### src/rtl/reverse_pkg.sv
// Shared constants for the reverse bit-permutation unit: mode encodings and
// the default operand width.
package reverse_pkg;

  localparam int DEFAULT_WIDTH = 8;

  localparam logic [1:0] MODE_PASS = 2'b00;
  localparam logic [1:0] MODE_FULL = 2'b01;
  localparam logic [1:0] MODE_NIB  = 2'b10;
  localparam logic [1:0] MODE_HALF = 2'b11;

  localparam int NIBBLE_BITS = 4;

  // A width is usable only if it splits into whole nibbles and halves.
  function automatic bit width_is_legal(input int width);
    return (width >= NIBBLE_BITS) && ((width % NIBBLE_BITS) == 0);
  endfunction

endpackage : reverse_pkg

### src/rtl/reverse_core.sv
// Combinational permutation network: builds the full, per-nibble and
// half-swapped views of the operand and selects one by mode.
module reverse_core
  import reverse_pkg::*;
#(
  parameter int WIDTH = DEFAULT_WIDTH
) (
  input  logic [WIDTH-1:0] a,
  input  logic [1:0]       mode,
  output logic [WIDTH-1:0] result
);

  localparam int HALF     = WIDTH / 2;
  localparam int NIBBLES  = WIDTH / NIBBLE_BITS;

  logic [WIDTH-1:0] full_rev;
  logic [WIDTH-1:0] nib_rev;
  logic [WIDTH-1:0] half_swap;

  for (genvar i = 0; i < WIDTH; i++) begin : g_full
    assign full_rev[i] = a[WIDTH-1-i];
  end

  for (genvar k = 0; k < NIBBLES; k++) begin : g_nib
    for (genvar j = 0; j < NIBBLE_BITS; j++) begin : g_bit
      assign nib_rev[NIBBLE_BITS*k + j] = a[NIBBLE_BITS*k + (NIBBLE_BITS-1) - j];
    end
  end

  for (genvar h = 0; h < HALF; h++) begin : g_half
    assign half_swap[h + HALF] = a[h];
    assign half_swap[h]        = a[h + HALF];
  end

  always_comb begin
    // NOTE: assign a default before the case so no path leaves result
    // unassigned; otherwise synthesis infers a latch.
    result = a;
    case (mode)
      MODE_PASS: result = a;
      MODE_FULL: result = full_rev;
      MODE_NIB:  result = nib_rev;
      MODE_HALF: result = half_swap;
      default:   result = a;
    endcase
  end

endmodule : reverse_core

### src/rtl/reverse.sv
// Registered bit-permutation unit (pass / full / nibble / half swap), one-cycle
// latency, valid-qualified. Define REVERSE_PARITY_EN to add the y_par output.
module reverse
  import reverse_pkg::*;
#(
  parameter int WIDTH = DEFAULT_WIDTH
) (
  input  logic             clk,
  input  logic             rst_n,
  input  logic             in_valid,
  input  logic [1:0]       mode,
  input  logic [WIDTH-1:0] a,
  output logic             out_valid,
  output logic [WIDTH-1:0] y
`ifdef REVERSE_PARITY_EN
  ,
  output logic             y_par
`endif
);

  if (!width_is_legal(WIDTH)) begin : g_bad_width
    $error("reverse: WIDTH must be a multiple of 4 and >= 4");
  end

  logic [WIDTH-1:0] result;

  reverse_core #(
    .WIDTH (WIDTH)
  ) u_core (
    .a      (a),
    .mode   (mode),
    .result (result)
  );

  always_ff @(posedge clk or negedge rst_n) begin
    if (!rst_n) begin
      out_valid <= 1'b0;
    end else begin
      // NOTE: sequential state uses non-blocking assignment so every register
      // samples pre-edge values, independent of statement order.
      out_valid <= in_valid;
    end
  end

  // y only loads on accepted operands; idle cycles keep the last result.
  always_ff @(posedge clk or negedge rst_n) begin
    if (!rst_n) begin
      y <= '0;
    end else if (in_valid) begin
      y <= result;
    end
  end

`ifdef REVERSE_PARITY_EN
  // Parity is registered with y under the same enable so the two never diverge.
  always_ff @(posedge clk or negedge rst_n) begin
    if (!rst_n) begin
      y_par <= 1'b0;
    end else if (in_valid) begin
      y_par <= ^result;
    end
  end
`endif

endmodule : reverse

### config.mk
export PLATFORM = sky130hd
export DESIGN_NAME = reverse
export DESIGN_NICKNAME = d
export VERILOG_FILES = /design/src/rtl/reverse_pkg.sv /design/src/rtl/reverse_core.sv /design/src/rtl/reverse.sv
export SDC_FILE = /design/constraint.sdc
export NUM_CORES = 1
export LEC_CHECK = 0
export BUFFER_PORTS_ARGS = -buffer_cell sky130_fd_sc_hd__clkbuf_2
export CAP_MARGIN = 25
export CORE_AREA = 2 2 39 41
export CTS_CLUSTER_SIZE = 40
export DETAILED_ROUTE_END_ITERATION = 8
export DIE_AREA = 0 0 41 43
export GPL_ROUTABILITY_DRIVEN = 0
export PLACE_DENSITY = 0.65
export SYNTH_ARGS = -nofsm -noshare
export SYNTH_HDL_FRONTEND = slang
export SYNTH_SLANG_ARGS = --single-unit
### constraint.sdc
create_clock -name clk -period 0.8 [get_ports clk]
set_clock_uncertainty 0.2 [all_clocks]
set_input_delay 0.04 -clock clk [delete_from_list [all_inputs] [get_ports clk]]
set_output_delay 0.04 -clock clk [all_outputs]
set_load 0.03 [all_outputs]
Word-level counts from Yosys, hierarchy flattened
Index checks and enable logic that the tools add are counted.

Flip-flop bits (word level): 9. Input port bits: 13. Output and inout bits: 9. Word-level logic and storage cells: 7.

Eq/ne operators: 3. Multiplexer cells: 1. Reduce and logical (&&, ||, !) cells: 1.

Operator list (number): $pmux 8 s4 (1); $eq 2x2->1 const B (2); $eq 2x1->1 const B (1); $logic_not 2->1 (1).

Logic depth before layout (Yosys ltp)
Depth in word-level cells: 2. Depth in mapped cells: 3. Depth with buffers taken out: 2.

Hierarchy
Synthesis repeated with hierarchy kept, for this count alone.

Cell total of the unflattened synthesis: 28. Area total of the unflattened synthesis: 559.3 um^2.

Modules (own cells, without submodules): reverse (times used 1, cells each 18, area each 356.6 um^2, seq. area each 225.2 um^2); reverse_core (times used 1, cells each 10, area each 202.7 um^2, seq. area each 0.0 um^2).

Worst setup path before layout
No wires, ideal clock.

Path kind: reg2reg. Start: reg y[0] (netlist name). End: reg y[0]. Library setup time: 140 ps. Data arrival time: 668 ps. Required time: 460 ps. Path slack: -208 ps. Cell stages (with the launch flop): 3. Path buffers: 0. Period minus slack after synthesis: 1008 ps. Path through: dfrtp_1 nand2b_2 o221ai_1.

RTL lines: end signal, assigned (line reverse.sv:50) `y <= result;`; end, declared (line reverse.sv:14) `output logic [WIDTH-1:0] y`.

Worst setup path after layout
Start: reg y[4]. End: out y[4].

No word-level cell between the ends.

==> metrics.md <==
| Metric | Value |
|---|---|
| Vias in the first global route | `about 510` |
| Buf+Inv Stages, Crit Path | `1` |
| Final Cell Area | `940 um2` |
| Register area share after synthesis | `47.0%` |
| Post-synth cell types | `7` |
| Total net switching power | `0.000523 W` |
| Max Slew Vio Count | `0` |
| Synth Instances | `37` |
| CP cell instances | `buf_8` |
| Pre-CTS setup slack | `-0.335 ns` |
| Fin crit share | `133%` |
| Data arrival, critical path | `around 0.83 ns` |
| Clock transition at path regs | `0.07 ns` |
| Worst path slowest cell | `dfrtp_2` |
| I/O pins | `22` |
| Drt wl/cell | `14.5 um` |
| Power share of the combinational group | `42.1%` |
| Clock Latency Late Sink | `0.26 ns` |
| Final ANT Viol Nets | `0` |
| Die Y-Extent | `43 um` |
| Synth warnings | `0` |
| Overall Power | `0.00161 W` |
| Global-route wire length before repair | `2110 um` |
| Cells on Worst Hold Path | `2` |
| R2R cell count | `3` |
| Total power per unit cell area | `1720 mW/mm2` |
| CTS H-tree depth | `1` |
| Switching Fraction | `32.4%` |
| Detailed-route DRC error count | `0` |
| Initial DRC count | `3` |
| Die footprint | `0.00176 mm2` |
| Final-report hold violation count | `14` |
| CP max FO | `2` |
| Clock buffer depth | `2` |
| Total core area | `0.00138 mm2` |
| Setup violators final | `17` |
| Initial Utilization | `34.6%` |
| Max Cap Viol | `0` |
| WL final | `1320 um` |
| Pre-antenna DRT Iters | `4` |
| Fillcell total | `103` |
| Outcome | `finished, violations left` |
| CTS buffer count | `3` |
| PortBufs | `21` |
| Max-slew headroom | `between 70 and 80%` |
| CP top delay family | `flip-flops` |
| Vias post-DR | `462` |
| Global route overflow | `0` |
| Reg power frac | `35.6%` |
| Crit. End Element | `output pin` |
| Fin nets | `89` |
| Reg area | `235 um2` |
| Internal | `0.00109 W` |
| Pleak | `0.447 nW` |
| Dpl hpwl | `895 um` |
| Row count | `14` |
| Crit-path max cell delay | `0.43 ns` |
| Layout cells sized above 1 | `85.3%` |
| Placed Area | `about 730 um2` |
| Most frequent cells in the layout | `12 x clkbuf_2, 9 x buf_8` |
| Hold Slack | `-0.0931 ns` |
| Via density | `5.08` |
| FF+latch count, synth | `9` |
| Actual slew at the worst max-slew pin | `between 0.3 and 0.4 ns` |
| Crit Path Class | `reg2out` |
| Clk Tree Root Cell | `clkbuf_4` |
| Worst vdd ir | `approximately 0.0011 V` |
| Synth-to-Final Area Change | `96.1%` |
| Pin count of the biggest net entering global routing | `10` |
| Syn Nets | `50` |
| Total GRT Usage | `between 10% and 20%` |
| Worst path required time | `0.56 ns` |
| Commonest non-fill, non-tap cell in the layout | `clkbuf_2` |
| Syn Std Cell Area | `approximately 480 um2` |
| RSZ-0062 raised after global routing | `true` |
| Min cycle time layout | `around 1.1 ns` |
| Worst min-delay path class | `in2reg` |
| Multi-input gate area | `325 um2` |
| Clock sinks | `9` |
| Mean Syn Cell Area | `13.0 um2` |
| Fin worst setup slack | `-0.267 ns` |
| Die outline width | `41 um` |
| CTS tree | `done` |
| WP depth | `1` |
| Maximum clock frequency | `0.937 GHz` |
| Initial antenna violation count | `0` |
| Ant diodes | `0` |
| CTS Hold Buffers Added | `1` |
| Worst setup SP type | `register` |
| Failing checks | `hold timing, setup timing` |
| Clock power share | `22.3%` |
## per-layer routing
layer,global-route usage [%],up-vias,wire [um]
met4,8.00,0,22
met5,0,-,0
li1,-,220,-
met1,21.5,223,500
met3,5.24,4,66
met2,29.4,15,735
## logic make-up after synthesis
family | count (synthesis) | share of synthesized area [%]
flops | 9 | 47.0
buf+inv | 2 | 3.92
mux | 8 | 16.7
simple gates | 10 | 17.8
compound gates | 8 | 14.6
## layout make-up
type                    count  area share, %
well taps                  16           2.13
multi-input cells          26           34.6
flip-flops and latches      9           25.0
repair buffers             36           35.4
clock buffers               4           2.80
## cell usage after synthesis
| library cell | number | area [um2] |
|---|---|---|
| buf_4 | 1 | 7.51 |
| buf_6 | 1 | 11.3 |
| dfrtp_1 | 9 | 225 |
| mux2i_1 | 8 | 80.1 |
| nand2_2 | 1 | 6.26 |
| nand2b_2 | 9 | 78.8 |
| o221ai_1 | 8 | 70.1 |
## metrics by stage
step,TNS [ns],hold slack [ns],utilization (%),instances
final,-3.96,-0.0931,67.9,91
after global routing,-4.40,-0.0865,67.9,91
after CTS,-3.76,-0.110,66.0,89
after detailed placement,-2.60,-0.289,52.8,78
after global placement,-2.52,-0.291,52.8,78
after floorplan,-1.30,-0.456,-,37
## power groups by stage
stage / registers, W / logic (W) / clock network (W)
after floorplan: 0.000690 / 0.000184 / 0
after global placement: 0.000582 / 0.000439 / 0
after detailed placement: 0.000582 / 0.000442 / 0
after CTS: 0.000566 / 0.000630 / 0.000363
after global routing: 0.000581 / 0.000719 / 0.000401
final: 0.000574 / 0.000679 / 0.000361
## sequential cells by signal, indices dropped and copies added, names as in the netlist
name / cells
y: 8
out_valid: 1
## final timing paths
kind,startpoint,to,slack (ns)
max reg2reg,y[0],y[0],-0.22
max in group asynchronous,rst_n,y[2],0.19
max,y[4],y[4],-0.27
min reg2reg,y[2],y[2],0.41
min,in_valid,out_valid,-0.09
min in group asynchronous,rst_n,y[1],-0.01
## repair_timing
item | 4_1_cts | 5_1_grt
endpoints found under the hold margin | 14 | 4
endpoints found under the setup margin | 17 | 17
setup buffers | 6 | 2
resized for setup | 24 | 9
(Power assumes the default switching activity.)
